### src/rtl/mem_port_arbiter.sv
// rtl/mem_port_arbiter.sv - icache/dcache arbiter onto a 64-bit burst memory port
//
// Purpose: serves 256-bit line fills for the icache and dcache, and 256-bit
// writebacks for the dcache, as 4-beat bursts on a single burst-memory port.
// Only one burst is in flight at a time. Contention is resolved round-robin.
//
// Ports:
//   clk, rst            clock, synchronous active-high reset
//   i_addr, i_read      icache fill request (level, held until i_resp)
//   i_rdata, i_resp     icache filled line and one-cycle completion pulse
//   d_addr, d_read,     dcache fill / writeback request (level, held until d_resp)
//   d_write, d_wdata
//   d_rdata, d_resp     dcache filled line and one-cycle completion pulse
//   bmem_addr,          burst command: line-aligned address, read/write strobes,
//   bmem_read,          write beat data
//   bmem_write,
//   bmem_wdata
//   bmem_ready          memory accepts the current command / write beat
//   bmem_raddr          return address (not needed: one burst outstanding)
//   bmem_rdata,         read beat return
//   bmem_rvalid
module mem_port_arbiter (
  input  logic         clk,
  input  logic         rst,
  input  logic [31:0]  i_addr,
  input  logic         i_read,
  output logic [255:0] i_rdata,
  output logic         i_resp,
  input  logic [31:0]  d_addr,
  input  logic         d_read,
  input  logic         d_write,
  input  logic [255:0] d_wdata,
  output logic [255:0] d_rdata,
  output logic         d_resp,
  output logic [31:0]  bmem_addr,
  output logic         bmem_read,
  output logic         bmem_write,
  output logic [63:0]  bmem_wdata,
  input  logic         bmem_ready,
  input  logic [31:0]  bmem_raddr,
  input  logic [63:0]  bmem_rdata,
  input  logic         bmem_rvalid
);

  typedef enum logic [2:0] {
    IDLE,
    RD_ISSUE,
    RD_WAIT,
    WR_BURST,
    RESP
  } state_t;

  localparam logic GRANT_I = 1'b0;
  localparam logic GRANT_D = 1'b1;

  state_t       state;
  logic [1:0]   count;
  logic         last_grant;
  logic         grant;
  logic         mask_valid;
  // Beats 0..2 of a read; beat 3 goes straight into the output line.
  logic [191:0] line_buf;

  logic         i_req;
  logic         d_req;
  logic         pick_d;
  logic         any_req;
  logic [1:0]   next_idx;

  // Only one burst is ever outstanding, so the return address carries no
  // information we need.
  logic unused_raddr;
  assign unused_raddr = ^bmem_raddr;

  // Arbitration. The requester served by the preceding RESP is masked for the
  // one IDLE cycle that follows, since its level request may still be high.
  always_comb begin
    i_req    = i_read & ~(mask_valid & (grant == GRANT_I));
    d_req    = (d_read | d_write) & ~(mask_valid & (grant == GRANT_D));
    // Under contention grant goes opposite to the last served requester.
    pick_d   = d_req & (~i_req | (last_grant == GRANT_I));
    any_req  = i_req | d_req;
    next_idx = count + 2'd1;
  end

  always_ff @(posedge clk) begin
    if (rst) begin
      state      <= IDLE;
      count      <= 2'd0;
      last_grant <= GRANT_I;
      grant      <= GRANT_I;
      mask_valid <= 1'b0;
      line_buf   <= '0;
      i_rdata    <= '0;
      d_rdata    <= '0;
      i_resp     <= 1'b0;
      d_resp     <= 1'b0;
      bmem_addr  <= '0;
      bmem_read  <= 1'b0;
      bmem_write <= 1'b0;
      bmem_wdata <= '0;
    end else begin
      i_resp <= 1'b0;
      d_resp <= 1'b0;

      case (state)
        IDLE: begin
          mask_valid <= 1'b0;
          if (any_req) begin
            grant     <= pick_d;
            count     <= 2'd0;
            bmem_addr <= (pick_d ? d_addr : i_addr) & 32'hFFFF_FFE0;
            if (pick_d && d_write) begin
              state      <= WR_BURST;
              bmem_write <= 1'b1;
              bmem_wdata <= d_wdata[63:0];
            end else begin
              state     <= RD_ISSUE;
              bmem_read <= 1'b1;
            end
          end
        end

        RD_ISSUE: begin
          if (bmem_ready) begin
            bmem_read <= 1'b0;
            state     <= RD_WAIT;
          end
        end

        RD_WAIT: begin
          if (bmem_rvalid) begin
            count <= next_idx;
            if (count == 2'd3) begin
              state     <= RESP;
              bmem_addr <= '0;
              if (grant == GRANT_D) begin
                d_rdata <= {bmem_rdata, line_buf};
                d_resp  <= 1'b1;
              end else begin
                i_rdata <= {bmem_rdata, line_buf};
                i_resp  <= 1'b1;
              end
            end else begin
              line_buf[{count, 6'b0} +: 64] <= bmem_rdata;
            end
          end
        end

        WR_BURST: begin
          // The current beat stays on the bus until memory accepts it.
          if (bmem_ready) begin
            count <= next_idx;
            if (count == 2'd3) begin
              state      <= RESP;
              bmem_write <= 1'b0;
              bmem_wdata <= '0;
              bmem_addr  <= '0;
              d_resp     <= 1'b1;
            end else begin
              bmem_wdata <= d_wdata[{next_idx, 6'b0} +: 64];
            end
          end
        end

        RESP: begin
          state      <= IDLE;
          count      <= 2'd0;
          last_grant <= grant;
          mask_valid <= 1'b1;
        end

        default: begin
          state <= IDLE;
        end
      endcase
    end
  end

endmodule

### config.mk
export PLATFORM = sky130hd
export DESIGN_NAME = mem_port_arbiter
export DESIGN_NICKNAME = d
export VERILOG_FILES = /design/src/rtl/mem_port_arbiter.sv
export SDC_FILE = /design/constraint.sdc
export NUM_CORES = 2
export LEC_CHECK = 0
export ABC_CLOCK_PERIOD_IN_PS = 2600
export CAP_MARGIN = 20
export CORE_AREA = 2 2 405 407
export CTS_BUF_LIST = sky130_fd_sc_hd__clkbuf_16
export DETAILED_ROUTE_END_ITERATION = 10
export DIE_AREA = 0 0 407 409
export GPL_TIMING_DRIVEN = 1
export PLACE_DENSITY = 0.52
export SYNTH_ARGS = -nofsm -noshare
export SYNTH_HDL_FRONTEND = slang
export SYNTH_SLANG_ARGS = --single-unit
### constraint.sdc
create_clock -name clk -period 2.6 [get_ports clk]
set_clock_uncertainty 0.15 [all_clocks]
set_input_delay 0.78 -clock clk [delete_from_list [all_inputs] [get_ports clk]]
set_output_delay 0.78 -clock clk [all_outputs]
set_load 0.05 [all_outputs]
After elaboration in Yosys (flattened, before gate mapping)
Cells that the tools add are included.
Storage, ports and cells
  output and inout bits: 612
  logic and storage cells: 105
  flip-flop bits (word level): 812
  bits of input ports: 423
Operators by class
  $add $sub $neg: 2
  equal/unequal tests: 12
  reductions and logical operators: 18
  bitwise logic cells: 16
  mux-type cells: 40
  shift-type cells: 3
Operators with widths (count)
  64-bit 2-to-1 mux: 4
  256-bit by 9-bit indexed part select with 64-bit output: 1
  192-bit bitwise mux: 1
  64-bit by 10-bit variable shift with 192-bit output, first input constant: 1
  64-bit by 10-bit indexed part select with 192-bit output: 1
  32-bit 2-to-1 mux: 5
  64-bit case mux with 2 select lines: 1
  32-bit case mux with 3 select lines: 1
  4-bit AND reduction: 7
  3-bit 2-to-1 mux: 5
  2-bit != test, second input constant: 7
  1-bit 2-to-1 mux: 13
  3-bit case mux with 4 select lines: 1
  8-bit negator with 10-bit output: 1
  2-bit 2-to-1 mux: 4
  1-bit inverter: 8
  1-bit case mux with 2 select lines: 4
  2-bit case mux with 4 select lines: 1
  3-bit by 2-bit == test with 1-bit output, second input constant: 2
  2-bit nonzero test: 3
  1-bit AND: 5
  5-bit AND reduction: 1
  4-bit nonzero test: 1
  4-bit OR reduction: 1
  other kinds (10): 12

Depth between registers and ports, before layout
  depth after elaboration: 11
  depth in mapped cells: 11
  mapped depth without buffers: 6

Worst setup path before layout
Ideal clock, no wire load.
  kind: register to register
  from: register count[0]
  to: register bmem_wdata[44]
  setup time: 0.132 ns
  required time: 2.318 ns
  buffers on the path: 5
  path slack: -0.316 ns
  cell stages (with the launch flop): 12
  period minus slack after synthesis: 2.916 ns
  arrival: 2.634 ns
  cell sequence: dfxtp_1 clkbuf_1 buf_2 inv_1 ha_1 clkbuf_1 clkbuf_1 clkbuf_1 mux4_2 a22o_1 o21ai_0 a21oi_1
Between the ends
  longest elaborated chain between the ends: 5
  elaborated cells between the ends (all ways): 6
  those cells by class: 1 x add/sub; 1 x eq/ne; 1 x shift; 3 x mux
RTL lines
  start: declaration: line 57  | logic [1:0] count;
  start signal: assignment: line 133  | count <= next_idx;
  start signal: assignment: line 153  | count <= next_idx;
  2-bit by 1-bit adder with 2-bit output: line 83  | next_idx = count + 2'd1;
  256-bit by 9-bit indexed part select with 64-bit output: line 161  | bmem_wdata <= d_wdata[{next_idx, 6'b0} +: 64];
  64-bit 2-to-1 mux *: line 154  | if (count == 2'd3) begin
  64-bit 2-to-1 mux *: line 152  | if (bmem_ready) begin
  64-bit case mux with 2 select lines *: line 106  | case (state)
  end signal: assignment: line 116  | bmem_wdata <= d_wdata[63:0];
  end signal: assignment: line 161
  end: declaration: line 38  | output logic [63:0] bmem_wdata,
Every way passes the cells marked *; elsewhere a longest branch is shown, timed or not. The select of a mux whose other input is x is not followed.
A chain may end at the register's enable or synchronous reset.

Worst setup path in the final report
  from: register i_rdata[111]
  to: output port i_rdata[111]
RTL lines
  start: declaration: line 27  | output logic [255:0] i_rdata,
  start signal: assignment: line 141  | i_rdata <= {bmem_rdata, line_buf};
No word-level cell between the ends.

==> impl_results.md <==
* Routed len/inst at 24.3 µm
* Largest area contributor in the netlist: dfxtp_1
* Fillers at 17500
* Critical Path Sink: i_rdata[111]
* Critical path required time at 1.67 ns
* Area of the multi-input gates at 13200 µm²
* Initial drt markers at 2274
* CP endpoint kind: primary output
* Count of cell types in the netlist at 45
* Final TNS setup at 0 ns
* Commonest non-fill, non-tap cell in the layout: nand2_1
* RD Place Congestion at 1.03
* Ports at 1035
* Initial antenna violation count at 74
* Reg2reg path depth at 6
* Most used DFF post-synth: dfxtp_1
* CTS buffer count at 96
* TritonRoute pass-1 iters at 5
* Vias in the first global route at 29300
* Arr. time, crit path at 1.62 ns
* Setup bufs post-CTS at 0
* Slowest CP cell: dlygate4sd2_1
* Buffers added on ports at 987
* Max-Cap Viols at 0
* Power Total at 28.7 mW
* Clock Sinks at 807
* Hold Path Class: reg2reg
* Worst slew margin at 54.8%
* Clock Path Buffers at 3
* Cell count after placement at 6729
* Largest net degree at the start of global routing at 96
* Clock Latency Late Sink at 0.73 ns
* H-tree depth at 3
* Reg2Reg Setup Slack at 0.18 ns
* Row count at 148
* Status: complete, no violations
* Syn Std Cell Area at 30600 µm²
* Die width at 407 µm
* CTS tree: built
* Tmin final at 2.55 ns
* Worst r2r src: count[0]
* Layout cells sized above 1 at 13.8%
* Antenna Nets Post-Route at 0
* Cells after Synth at 3717
* Overall Global Routing Usage at 19.4%
* VDD IR max at 0.521 mV
* Post-Syn Area per Cell at 8.24 µm²
* Synth top area share at 52.8%
* Commonest non-fill, non-tap cells in the layout: nand2_1 (1224), dfxtp_1 (805), a21oi_1 (772)
* Synthesis Warnings at 0
* Die H at 409 µm
* DRT Wirelength at 169 mm
* Number of vias per cell at 4.46
* RSZ-0062 raised after global routing: false
* Clk pwr share at 44.9%
* Clk root buf: clkbuf_16
* Starting density of the core at 18.9%
* Fmax at 392 MHz
* Crit path largest cell delay at 0.54 ns
* PD cells at 617 nW/µm²
* Area contributors post-synth: dfxtp_1 (53%), nand2_1 (15%), a21oi_1 (13%)
* Final hold vios at 0
* Total number of vias at 30900
* Sw Pwr at 7.79 mW
* DP HPWL at 126 mm
* Register area at 16200 µm²
* Crit path from: i_rdata[111]
* Number of synthesized register bits at 807
* Slew @ Worst Pin at 0.678 ns
* Sequential share of power at 44.1%
* Sequential element share of the synthesized area at 52.8%
* Kind of critical path: reg2out
* Final hold slack at 0.298 ns
* Gate power share at 11.0%
* Int Power at 21.0 mW
* Syn-to-layout area delta at 52.1%
* Endpoints failing setup at 0
* Final #Nets at 5080
* Die area at 166000 µm²
* Fin crit share at 98.0%
* Startpoint types: flip-flop
* GR Overflow Total at 0
* LEAKAGE at 17.2 nW
* Switching share of total power at 27.1%
* End of the worst register-to-register path: line_buf[91]
* Final Non-Filler Cells at 6935
* Share of synthesized flip-flops with an asynchronous set or reset at 0%
* Stages on worst setup path at 1
* Drc violations at 0
* Clock slew at reported path FFs at 0.06 ns
* First-pass GRT wire length at 231 mm
* Worst path bufs/invs at 1
* Core area at 162000 µm²
* CP top delay family: buffers and inverters
* Worst-path cell chain: dlygate4sd2_1
* Critical path peak fanout at 2
* Max Slew Vio Count at 0
* Post-synth EDFFs at 0
==> final cells by class <==
| cell class | instances | share of cell area [%] |
|---|---|---|
| multi-input cells | 2571 | 28.4 |
| inverters | 7 | 0.0564 |
| well taps | 2175 | 5.85 |
| flip-flops and latches | 807 | 34.7 |
| clock inverters | 75 | 1.10 |
| clock buffers | 97 | 5.21 |
| repair buffers | 1169 | 24.5 |
| diodes | 34 | 0.183 |
==> cell families after synthesis <==
kind of cell	after synthesis	synth area share, %
compound gates	1006	17.8
other cells	1	0.0123
buf+inv	343	4.54
flops	807	52.8
mux	93	5.66
fa+ha+maj	5	0.204
simple gates	1462	19.0
==> per-layer routing <==
metal	global-route usage, %	vias up	routed length, µm
met5	0	-	133
met4	11.5	20	11400
met3	6.26	306	14500
met2	33.3	1186	82100
met1	20.8	14900	60500
li1	-	14500	-
==> state kept, by name, indices dropped and copies added, names as in the netlist <==
register and flops:
bmem_wdata 64, d_rdata 256, bmem_read 1, bmem_write 1, grant 1, last_grant 1, state 3, i_rdata 256
count 2, mask_valid 1, i_resp 1, bmem_addr 27, line_buf 192, d_resp 1
==> power groups by stage <==
stage / logic (mW) / clock network, mW / registers [mW]
2_1_floorplan: 1.08 / 0 / 13.4
4_1_cts: 3.20 / 13.3 / 12.7
3_3_place_gp: 3.22 / 0 / 12.9
3_5_place_dp: 3.23 / 0 / 12.9
6_report: 3.16 / 12.9 / 12.7
5_1_grt: 3.33 / 13.7 / 12.7
==> worst min path at each step <==
stage                                to  cells after the start     startpoint
after CTS                  d_rdata[128]                      2            rst
after global placement      d_rdata[36]                      2    d_rdata[36]
after detailed placement  bmem_addr[20]                      1  bmem_addr[20]
after global routing       d_rdata[128]                      2            rst
after floorplan             line_buf[0]                      2    line_buf[0]
final                      i_rdata[176]                      2  line_buf[176]
==> Yosys cell counts, types with 2 or more instances <==
cell,instances
o2bb2ai_1,27
buf_4,5
or4_1,2
and3_1,4
nand3_1,202
buf_1,24
nor2_1,10
ha_1,5
buf_6,2
inv_1,7
a31oi_1,2
mux4_2,64
mux2i_1,28
nor3b_1,3
clkbuf_1,251
o2111ai_1,2
nor2b_1,2
nor3_1,2
dfxtp_1,807
and4_1,2
nand2_1,1224
nand3b_1,3
a21oi_1,772
buf_2,54
o21ai_0,128
nor4_1,2
a22o_1,64
o21a_1,2
==> worst register-to-register path: cells and delay by family, from the launching register on <==
kind	cells	cell delay [ns]
buf+inv	2	0.37
flops	1	0.40
compound gates	1	0.16
simple gates	2	0.69
fa+ha+maj	1	0.62
==> per-stage QoR <==
stage	instance area [µm²]	setup slack (ns)	util (%)
after detailed placement	43900	-0.459	27.1
after CTS	46500	0.0000367	28.7
after floorplan	30600	0.00649	-
after global routing	46500	0.000157	28.7
final	46600	0.0511	28.7
after global placement	43900	-0.471	27.1
==> timing repair <==
action / in CTS / in global routing
setup endpoints to repair: 383 / 41
hold buffers: 0 / 0
gates resized for setup: 483 / 37
Note: power is estimated with default switching activity, not from simulation.
